==> config.mk <==
export PLATFORM = sky130hd
export DESIGN_NAME = tbl_access_arbiter_flat
export DESIGN_NICKNAME = d
export VERILOG_FILES = /design/src/rtl/tbl_access_arbiter_if.sv /design/src/rtl/tbl_access_arbiter.sv /design/src/flat_wrapper.sv
export SDC_FILE = /design/constraint.sdc
export NUM_CORES = 1
export LEC_CHECK = 0
export ABC_AREA = 1
export ABC_CLOCK_PERIOD_IN_PS = 3000
export BUFFER_PORTS_ARGS = -buffer_cell sky130_fd_sc_hd__buf_2
export CORE_AREA = 5 5 307 309
export DETAILED_ROUTE_END_ITERATION = 10
export DIE_AREA = 0 0 312 314
export HOLD_SLACK_MARGIN = 0.05
export PLACE_DENSITY = 0.45
export SLEW_MARGIN = 15
export SYNTH_ARGS = -nofsm -noshare
export SYNTH_HDL_FRONTEND = slang
export SYNTH_SLANG_ARGS = --single-unit
export TNS_END_PERCENT = 20
==> constraint.sdc <==
create_clock -name Bus2IP_Clk -period 3 [get_ports Bus2IP_Clk]
set_clock_uncertainty 0.15 [all_clocks]
set_input_delay 0 -clock Bus2IP_Clk [delete_from_list [all_inputs] [get_ports Bus2IP_Clk]]
set_output_delay 0 -clock Bus2IP_Clk [all_outputs]
set_load 0.02 [all_outputs]
==> src/rtl/tbl_access_arbiter_if.sv <==
// rtl/tbl_access_arbiter_if.sv - table access bundle: host port, datapath port, RAM port, busy
//
// Groups every non-clock signal of tbl_access_arbiter.
//   host     : h_rd_req/h_wr_req, h_rd_addr/h_wr_addr, h_wr_data -> h_rd_ack/h_wr_ack, h_rd_data
//   datapath : dp_* with the same widths and meaning as the host port
//   RAM      : mem_en, mem_we, mem_addr, mem_wdata -> mem_rdata
//   status   : busy
// Modports: slave = arbiter view, master = requesters plus RAM view.
interface tbl_access_arbiter_if #(
    parameter int AW = 2,
    parameter int DW = 128
);
    logic          h_rd_req;
    logic          h_wr_req;
    logic [AW-1:0] h_rd_addr;
    logic [AW-1:0] h_wr_addr;
    logic [DW-1:0] h_wr_data;
    logic          h_rd_ack;
    logic          h_wr_ack;
    logic [DW-1:0] h_rd_data;

    logic          dp_rd_req;
    logic          dp_wr_req;
    logic [AW-1:0] dp_rd_addr;
    logic [AW-1:0] dp_wr_addr;
    logic [DW-1:0] dp_wr_data;
    logic          dp_rd_ack;
    logic          dp_wr_ack;
    logic [DW-1:0] dp_rd_data;

    logic          mem_en;
    logic          mem_we;
    logic [AW-1:0] mem_addr;
    logic [DW-1:0] mem_wdata;
    logic [DW-1:0] mem_rdata;

    logic          busy;

    modport slave (
        input  h_rd_req, h_wr_req, h_rd_addr, h_wr_addr, h_wr_data,
        output h_rd_ack, h_wr_ack, h_rd_data,
        input  dp_rd_req, dp_wr_req, dp_rd_addr, dp_wr_addr, dp_wr_data,
        output dp_rd_ack, dp_wr_ack, dp_rd_data,
        output mem_en, mem_we, mem_addr, mem_wdata,
        input  mem_rdata,
        output busy
    );

    modport master (
        output h_rd_req, h_wr_req, h_rd_addr, h_wr_addr, h_wr_data,
        input  h_rd_ack, h_wr_ack, h_rd_data,
        output dp_rd_req, dp_wr_req, dp_rd_addr, dp_wr_addr, dp_wr_data,
        input  dp_rd_ack, dp_wr_ack, dp_rd_data,
        input  mem_en, mem_we, mem_addr, mem_wdata,
        output mem_rdata,
        input  busy
    );
endinterface

==> src/rtl/tbl_access_arbiter.sv <==
// rtl/tbl_access_arbiter.sv - round-robin host/datapath arbiter for a single-port table RAM
//
// Ports:
//   Bus2IP_Clk     sole clock
//   Bus2IP_Resetn  asynchronous active-low reset
//   tbl            tbl_access_arbiter_if.slave: host and datapath request/ack ports,
//                  RAM strobe/address/data, busy
// One access at a time: grant in IDLE, one RAM cycle in ISSUE, read latency in WAIT_RD,
// one-cycle ack in ACK.
module tbl_access_arbiter #(
    parameter int C_S_AXI_DATA_WIDTH = 32,
    parameter int TBL_NUM_COLS       = 4,
    parameter int TBL_NUM_ROWS       = 4,
    parameter int MEM_RD_LATENCY     = 2
) (
    input logic                Bus2IP_Clk,
    input logic                Bus2IP_Resetn,
    tbl_access_arbiter_if.slave tbl
);
    localparam int DW = C_S_AXI_DATA_WIDTH * TBL_NUM_COLS;
    localparam int AW = (TBL_NUM_ROWS > 1) ? $clog2(TBL_NUM_ROWS) : 1;

    // The counter starts one below the latency so the capture lands on the cycle
    // mem_rdata becomes valid (first WAIT_RD cycle when the latency is 1).
    localparam logic [2:0] LAT_INIT = 3'(MEM_RD_LATENCY - 1);

    localparam logic SIDE_HOST = 1'b0;
    localparam logic SIDE_DP   = 1'b1;

    typedef enum logic [1:0] {
        IDLE    = 2'd0,
        ISSUE   = 2'd1,
        WAIT_RD = 2'd2,
        ACK     = 2'd3
    } state_t;

    state_t        state;
    state_t        state_n;

    logic          last_grant;
    logic          gnt_dp;
    logic          op_wr;
    logic [AW-1:0] lat_addr;
    logic [DW-1:0] lat_wdata;
    logic [2:0]    lat_cnt;
    logic [DW-1:0] h_rd_data_q;
    logic [DW-1:0] dp_rd_data_q;

    logic          h_pend;
    logic          dp_pend;
    logic          pick_dp;
    logic          sel_wr;
    logic [AW-1:0] sel_addr;
    logic [DW-1:0] sel_wdata;

    logic          grant;
    logic          capture;
    logic          mem_en_c;
    logic          mem_we_c;
    logic          h_rd_ack_c;
    logic          h_wr_ack_c;
    logic          dp_rd_ack_c;
    logic          dp_wr_ack_c;

    assign h_pend  = tbl.h_rd_req  | tbl.h_wr_req;
    assign dp_pend = tbl.dp_rd_req | tbl.dp_wr_req;

    // Datapath wins when it is the only one asking, or on a tie when the host
    // had the previous grant.
    assign pick_dp = dp_pend & (~h_pend | (last_grant == SIDE_HOST));

    // Within the winning side a write is taken before a read.
    always_comb begin
        sel_wr    = 1'b0;
        sel_addr  = '0;
        sel_wdata = '0;
        if (pick_dp) begin
            sel_wr    = tbl.dp_wr_req;
            sel_addr  = tbl.dp_wr_req ? tbl.dp_wr_addr : tbl.dp_rd_addr;
            sel_wdata = tbl.dp_wr_data;
        end else begin
            sel_wr    = tbl.h_wr_req;
            sel_addr  = tbl.h_wr_req ? tbl.h_wr_addr : tbl.h_rd_addr;
            sel_wdata = tbl.h_wr_data;
        end
    end

    always_ff @(posedge Bus2IP_Clk or negedge Bus2IP_Resetn) begin
        if (!Bus2IP_Resetn) begin
            state <= IDLE;
        end else begin
            state <= state_n;
        end
    end

    always_comb begin
        state_n     = state;
        grant       = 1'b0;
        capture     = 1'b0;
        mem_en_c    = 1'b0;
        mem_we_c    = 1'b0;
        h_rd_ack_c  = 1'b0;
        h_wr_ack_c  = 1'b0;
        dp_rd_ack_c = 1'b0;
        dp_wr_ack_c = 1'b0;
        case (state)
            IDLE: begin
                if (h_pend | dp_pend) begin
                    grant   = 1'b1;
                    state_n = ISSUE;
                end
            end
            ISSUE: begin
                mem_en_c = 1'b1;
                mem_we_c = op_wr;
                state_n  = op_wr ? ACK : WAIT_RD;
            end
            WAIT_RD: begin
                if (lat_cnt == 3'd0) begin
                    capture = 1'b1;
                    state_n = ACK;
                end
            end
            ACK: begin
                h_rd_ack_c  = ~gnt_dp & ~op_wr;
                h_wr_ack_c  = ~gnt_dp &  op_wr;
                dp_rd_ack_c =  gnt_dp & ~op_wr;
                dp_wr_ack_c =  gnt_dp &  op_wr;
                state_n     = IDLE;
            end
            default: begin
                state_n = IDLE;
            end
        endcase
    end

    always_ff @(posedge Bus2IP_Clk or negedge Bus2IP_Resetn) begin
        if (!Bus2IP_Resetn) begin
            last_grant   <= SIDE_DP;
            gnt_dp       <= 1'b0;
            op_wr        <= 1'b0;
            lat_addr     <= '0;
            lat_wdata    <= '0;
            lat_cnt      <= '0;
            h_rd_data_q  <= '0;
            dp_rd_data_q <= '0;
        end else begin
            if (grant) begin
                last_grant <= pick_dp;
                gnt_dp     <= pick_dp;
                op_wr      <= sel_wr;
                lat_addr   <= sel_addr;
                // Reads leave the write-data latch alone so mem_wdata only moves on writes.
                if (sel_wr) begin
                    lat_wdata <= sel_wdata;
                end
            end

            if (state == ISSUE) begin
                lat_cnt <= LAT_INIT;
            end else if ((state == WAIT_RD) && (lat_cnt != 3'd0)) begin
                lat_cnt <= lat_cnt - 3'd1;
            end

            if (capture) begin
                if (gnt_dp) begin
                    dp_rd_data_q <= tbl.mem_rdata;
                end else begin
                    h_rd_data_q  <= tbl.mem_rdata;
                end
            end
        end
    end

    assign tbl.mem_en     = mem_en_c;
    assign tbl.mem_we     = mem_we_c;
    assign tbl.mem_addr   = lat_addr;
    assign tbl.mem_wdata  = lat_wdata;
    assign tbl.h_rd_ack   = h_rd_ack_c;
    assign tbl.h_wr_ack   = h_wr_ack_c;
    assign tbl.dp_rd_ack  = dp_rd_ack_c;
    assign tbl.dp_wr_ack  = dp_wr_ack_c;
    assign tbl.h_rd_data  = h_rd_data_q;
    assign tbl.dp_rd_data = dp_rd_data_q;
    assign tbl.busy       = (state != IDLE);

endmodule

==> src/flat_wrapper.sv <==
// flat-port wrapper written by rule: the top's interface ports become plain ports
module tbl_access_arbiter_flat 
#(
    parameter int C_S_AXI_DATA_WIDTH = 32,
    parameter int TBL_NUM_COLS       = 4,
    parameter int TBL_NUM_ROWS       = 4,
    parameter int MEM_RD_LATENCY     = 2
)
  (Bus2IP_Clk, Bus2IP_Resetn, tbl_h_rd_req, tbl_h_wr_req, tbl_h_rd_addr, tbl_h_wr_addr, tbl_h_wr_data, tbl_h_rd_ack, tbl_h_wr_ack, tbl_h_rd_data, tbl_dp_rd_req, tbl_dp_wr_req, tbl_dp_rd_addr, tbl_dp_wr_addr, tbl_dp_wr_data, tbl_dp_rd_ack, tbl_dp_wr_ack, tbl_dp_rd_data, tbl_mem_en, tbl_mem_we, tbl_mem_addr, tbl_mem_wdata, tbl_mem_rdata, tbl_busy);
  tbl_access_arbiter_if #(.AW((2)), .DW(((32) * (4)))) tbl_i ();
  input logic Bus2IP_Clk;
  input logic Bus2IP_Resetn;
  input wire logic [$bits(tbl_i.h_rd_req)-1:0] tbl_h_rd_req;
  input wire logic [$bits(tbl_i.h_wr_req)-1:0] tbl_h_wr_req;
  input wire logic [$bits(tbl_i.h_rd_addr)-1:0] tbl_h_rd_addr;
  input wire logic [$bits(tbl_i.h_wr_addr)-1:0] tbl_h_wr_addr;
  input wire logic [$bits(tbl_i.h_wr_data)-1:0] tbl_h_wr_data;
  output wire logic [$bits(tbl_i.h_rd_ack)-1:0] tbl_h_rd_ack;
  output wire logic [$bits(tbl_i.h_wr_ack)-1:0] tbl_h_wr_ack;
  output wire logic [$bits(tbl_i.h_rd_data)-1:0] tbl_h_rd_data;
  input wire logic [$bits(tbl_i.dp_rd_req)-1:0] tbl_dp_rd_req;
  input wire logic [$bits(tbl_i.dp_wr_req)-1:0] tbl_dp_wr_req;
  input wire logic [$bits(tbl_i.dp_rd_addr)-1:0] tbl_dp_rd_addr;
  input wire logic [$bits(tbl_i.dp_wr_addr)-1:0] tbl_dp_wr_addr;
  input wire logic [$bits(tbl_i.dp_wr_data)-1:0] tbl_dp_wr_data;
  output wire logic [$bits(tbl_i.dp_rd_ack)-1:0] tbl_dp_rd_ack;
  output wire logic [$bits(tbl_i.dp_wr_ack)-1:0] tbl_dp_wr_ack;
  output wire logic [$bits(tbl_i.dp_rd_data)-1:0] tbl_dp_rd_data;
  output wire logic [$bits(tbl_i.mem_en)-1:0] tbl_mem_en;
  output wire logic [$bits(tbl_i.mem_we)-1:0] tbl_mem_we;
  output wire logic [$bits(tbl_i.mem_addr)-1:0] tbl_mem_addr;
  output wire logic [$bits(tbl_i.mem_wdata)-1:0] tbl_mem_wdata;
  input wire logic [$bits(tbl_i.mem_rdata)-1:0] tbl_mem_rdata;
  output wire logic [$bits(tbl_i.busy)-1:0] tbl_busy;
  assign tbl_i.h_rd_req = tbl_h_rd_req;
  assign tbl_i.h_wr_req = tbl_h_wr_req;
  assign tbl_i.h_rd_addr = tbl_h_rd_addr;
  assign tbl_i.h_wr_addr = tbl_h_wr_addr;
  assign tbl_i.h_wr_data = tbl_h_wr_data;
  assign tbl_h_rd_ack = tbl_i.h_rd_ack;
  assign tbl_h_wr_ack = tbl_i.h_wr_ack;
  assign tbl_h_rd_data = tbl_i.h_rd_data;
  assign tbl_i.dp_rd_req = tbl_dp_rd_req;
  assign tbl_i.dp_wr_req = tbl_dp_wr_req;
  assign tbl_i.dp_rd_addr = tbl_dp_rd_addr;
  assign tbl_i.dp_wr_addr = tbl_dp_wr_addr;
  assign tbl_i.dp_wr_data = tbl_dp_wr_data;
  assign tbl_dp_rd_ack = tbl_i.dp_rd_ack;
  assign tbl_dp_wr_ack = tbl_i.dp_wr_ack;
  assign tbl_dp_rd_data = tbl_i.dp_rd_data;
  assign tbl_mem_en = tbl_i.mem_en;
  assign tbl_mem_we = tbl_i.mem_we;
  assign tbl_mem_addr = tbl_i.mem_addr;
  assign tbl_mem_wdata = tbl_i.mem_wdata;
  assign tbl_i.mem_rdata = tbl_mem_rdata;
  assign tbl_busy = tbl_i.busy;
  tbl_access_arbiter #(.C_S_AXI_DATA_WIDTH(C_S_AXI_DATA_WIDTH), .TBL_NUM_COLS(TBL_NUM_COLS), .TBL_NUM_ROWS(TBL_NUM_ROWS), .MEM_RD_LATENCY(MEM_RD_LATENCY)) u_core (.Bus2IP_Clk(Bus2IP_Clk), .Bus2IP_Resetn(Bus2IP_Resetn), .tbl(tbl_i));
endmodule
==> results.txt <==
----------------------------------------------------
[Status]
  Outcome ... complete, no violations

[Job]
  Count of maximum capacitance violations ... 0

[Pwr]
  Leakage power summed over all cells ... 15.5 nW
  Power per cell area ... 1040 nW/um2
  Peak ir drop on the vdd network ... 0.520 mV
  Post-layout total power ... 29.9 mW

[Placement]
  Global placer's final weighted congestion ... 0.881
  # port buffers ... 790
  Placed wire-length estimate after detailed placement ... 55,700 um
  Placed Area ... 22,200 um2
  Post-place setup slack ... 612 ps

[Logic synthesis]
  Synth Net Count ... 2,434
  Xor and xnor fraction of the mapped netlist area ... 0
  Library cell occupying the most area in the post-synthesis netlist ... sky130_fd_sc_hd__dfrtp_1
  Unique cell type count in the Yosys netlist ... 20
  Number of synthesized flops with an enable pin ... 0
  Simple logic cell fraction of the synthesized area ... 0.260
  Top post-synthesis cells by area ... sky130_fd_sc_hd__dfrtp_1 (58%), sky130_fd_sc_hd__nand2_1 (18%), sky130_fd_sc_hd__o21ai_0 (7.9%), sky130_fd_sc_hd__nand3_1 (7.8%), sky130_fd_sc_hd__inv_1 (3.2%)
  Post-synth top area share ... 0.583
  Dominant combinational cell family by area after synthesis ... simple AND/OR/NAND/NOR gates
  Proportion of synthesized chip area in sequential cells ... 0.584
  Post-Syn Area ... 16,900 um2
  Commonest register cell after synthesis ... sky130_fd_sc_hd__dfrtp_1
  Warnings, synthesis ... 0
  Most instantiated library cell after synthesis ... sky130_fd_sc_hd__nand2_1
  Area share of fa/ha/maj cells after synthesis ... 0.00519
  Post-synthesis mux area share ... 0
  Synth Register Bits ... 394
  Post-Synthesis Cells ... 2,029
  Async S/R FF share, synth ... 1.00
  Leading post-synthesis cells by instance count ... sky130_fd_sc_hd__nand2_1 (798), sky130_fd_sc_hd__dfrtp_1 (393), sky130_fd_sc_hd__o21ai_0 (266)
  Compound-gate portion of the synthesized area ... 0.0801
  Average instance area after synthesis ... 8.32 um2

[Clock network]
  CTS Root Buffer Type ... sky130_fd_sc_hd__clkbuf_16
  Number of clock sinks ... 394
  Skew-Pair Late Insertion Delay ... 580 ps
  Number of buffers added for setup after CTS ... 0
  TritonCTS clock tree ... built
  Clock-pin slew reported for the worst setup and hold paths after clock tree synthesis ... 60 ps
  H-tree lvl count ... 2
  CTS buffer count ... 48
  Bufs on Longest Clock Path ... 3

[Setup path]
  Crit start category ... flop
  Required time at the worst-slack endpoint ... 3370 ps
  Top fanout value on the critical path ... 66
  Sequence of cells on the critical path ... o21ai_4 -> clkbuf_16 -> nand3_1 -> nand2_1 -> dlygate4sd3_1 -> nand3_1 -> dlygate4sd3_1 -> nand2_1
  Crit path capture type ... flop
  Type of the worst setup path ... reg -> reg
  Signal arrival time at the worst endpoint ... 3260 ps
  Slowest stage cell, crit path ... sky130_fd_sc_hd__dlygate4sd3_1
  CP peak stage delay ... 610 ps

[Timing]
  Final clock period utilization by the worst path ... 0.965
  Number of pins with negative max-slew slack in the final report ... 0
  RSZ-0062 raised after global routing ... true
  Peak Freq ... 0.345 GHz
  Post-layout worst setup margin ... 105 ps
  Final Hold Vio Count ... 0
  Worst rel slew slack ... 0.513
  Final min period ... 2900 ps
  Final-layout worst hold slack ... 99.2 ps
  Actual transition at the worst max-transition pin ... 730 ps
  Final count of negative-setup-slack endpoints ... 0

[Layout]
  Share of the core filled with cells ... 0.315
  Number of nets in the finished design ... 3,634
  Cell area after layout ... 28,700 um2
  Fraction of layout cells with a size suffix above 1 ... 0.282
  Area growth from synthesis to final layout ... 70.1%

[Global routing]
  Antenna violations before repair ... 8
  Maximum number of pins on one net before global-route repair ... 132
  Via count of the first global-routing pass ... 18.8k
  Wire length of the first global-routing pass ... 115,000 um
  Total congestion overflow after global routing ... 0
  Tot GR Track Use ... 0.150

[Floorplan]
  Area of the core region ... 91,100 um2
  Area enclosed by the die boundary ... 98,000 um2
  Die W ... 312 um
  Initial core utilization ... 0.185
  Number of placed I/O pins ... 791
  Rows ... 111
  Floorplan die height ... 314 um

[Detailed routing]
  Via Count ... 18.4k
  Vias/cell ... 4.12
  DRC violations left ... 0
  Total detailed-routing wirelength ... 78,600 um
  Antenna-violating nets left ... 0
  Starting DRT DRC Count ... 1,261
  Avg WL per Cell ... 17.6 um
  First drt pass iteration count ... 6

[Hold path]
  HP Class ... in -> reg

----------------------------------------------------
[power breakdown]
group	switching (mW)	internal (mW)
Sequential	1.52	7.96
Combinational	9.21	4.82
Clock	2.48	3.90
Total	13.2	16.7
[metrics by stage]
| step | cells | setup TNS, ps |
|---|---|---|
| final | 4460 | 0 |
| after global routing | 4458 | -5.64 |
| after CTS | 4451 | 0 |
| after detailed placement | 3900 | 0 |
| after global placement | 3900 | 0 |
| after floorplan | 2029 | 0 |
[critical path: cells and delay by family, from the launching register on]
family / cells / cell delay [ps]
AND/OR/NAND/NOR: 4 / 540
flip-flops: 1 / 380
AO/OA/AOI/OAI: 1 / 160
buffers and inverters: 3 / 1560
[kinds of logic after synthesis]
logic type	Yosys count
adder cells (fa/ha/maj)	7
flip-flops	394
AND/OR/NAND/NOR	1073
buffers and inverters	287
AO/OA/AOI/OAI	268
[cell type report]
class | instances | area, um2
clock inverter | 22 | 358
clock buffer | 67 | 1370
tap | 1186 | 1480
fill | 9677 | 62400
sequential | 394 | 9860
timing repair buffer | 1291 | 9190
antenna | 6 | 15.0
multi-input combinational | 1348 | 5880
inverter | 146 | 548
[layout by cell type (no fill, tap or decap), types with 2 or more instances in the layout]
cell and n:
sky130_fd_sc_hd__nand2_1 794, sky130_fd_sc_hd__buf_2 789, sky130_fd_sc_hd__dlygate4sd3_1 461, sky130_fd_sc_hd__dfrtp_1 393, sky130_fd_sc_hd__o21ai_0 266, sky130_fd_sc_hd__nand3_1 261
sky130_fd_sc_hd__inv_1 145, sky130_fd_sc_hd__clkbuf_16 52, sky130_fd_sc_hd__buf_12 17, sky130_fd_sc_hd__buf_4 16, sky130_fd_sc_hd__clkbuf_1 10, sky130_fd_sc_hd__clkinv_2 9
sky130_fd_sc_hd__bufinv_16 8, sky130_fd_sc_hd__clkbuf_8 8, sky130_fd_sc_hd__ha_1 7, sky130_fd_sc_hd__diode_2 6, sky130_fd_sc_hd__nor3_1 4, sky130_fd_sc_hd__nand2_4 4
sky130_fd_sc_hd__nor2_1 3, sky130_fd_sc_hd__nand3_4 2, sky130_fd_sc_hd__nand4_1 2, sky130_fd_sc_hd__inv_6 2, sky130_fd_sc_hd__buf_6 2, sky130_fd_sc_hd__buf_16 2
[final timing paths]
kind | startpoint | to | slack [ps] | cells past startpoint
max in group asynchronous | Bus2IP_Resetn | u_core.tbl.dp_rd_data[65] | 1720 | 5
worst max-delay path | u_core.last_grant | u_core.tbl.mem_wdata[125] | 100 | 8
min in group asynchronous | Bus2IP_Resetn | u_core.last_grant | 540 | 3
worst min-delay path | tbl_mem_rdata[61] | u_core.tbl.dp_rd_data[61] | 100 | 4
worst max register to register | u_core.last_grant | u_core.tbl.mem_wdata[125] | 100 | 8
worst min register to register | u_core.tbl.mem_wdata[101] | u_core.tbl.mem_wdata[101] | 310 | 2
[routing by layer]
layer / track usage / part of all wire
met5: 0 / 0.000089
met4: 0.0571 / 0.041
met3: 0.0282 / 0.053
met2: 0.259 / 0.49
met1: 0.186 / 0.42
[registers in the layout (all words and copies together), names as in the netlist]
register and flops:
u_core.state 2, u_core.tbl.mem_addr 2, u_core.op_wr 1, u_core.tbl.dp_rd_data 128, u_core.gnt_dp 1, u_core.tbl.mem_wdata 128
u_core.tbl.h_rd_data 128, u_core.lat_cnt 3, u_core.last_grant 1
[what timing repair did]
item,CTS,global route
resized for setup,0,4
endpoints found under the setup margin,0,17
hold buffers,462,0
endpoints found under the hold margin,783,0
No activity file was read; power rests on OpenSTA's default activity.
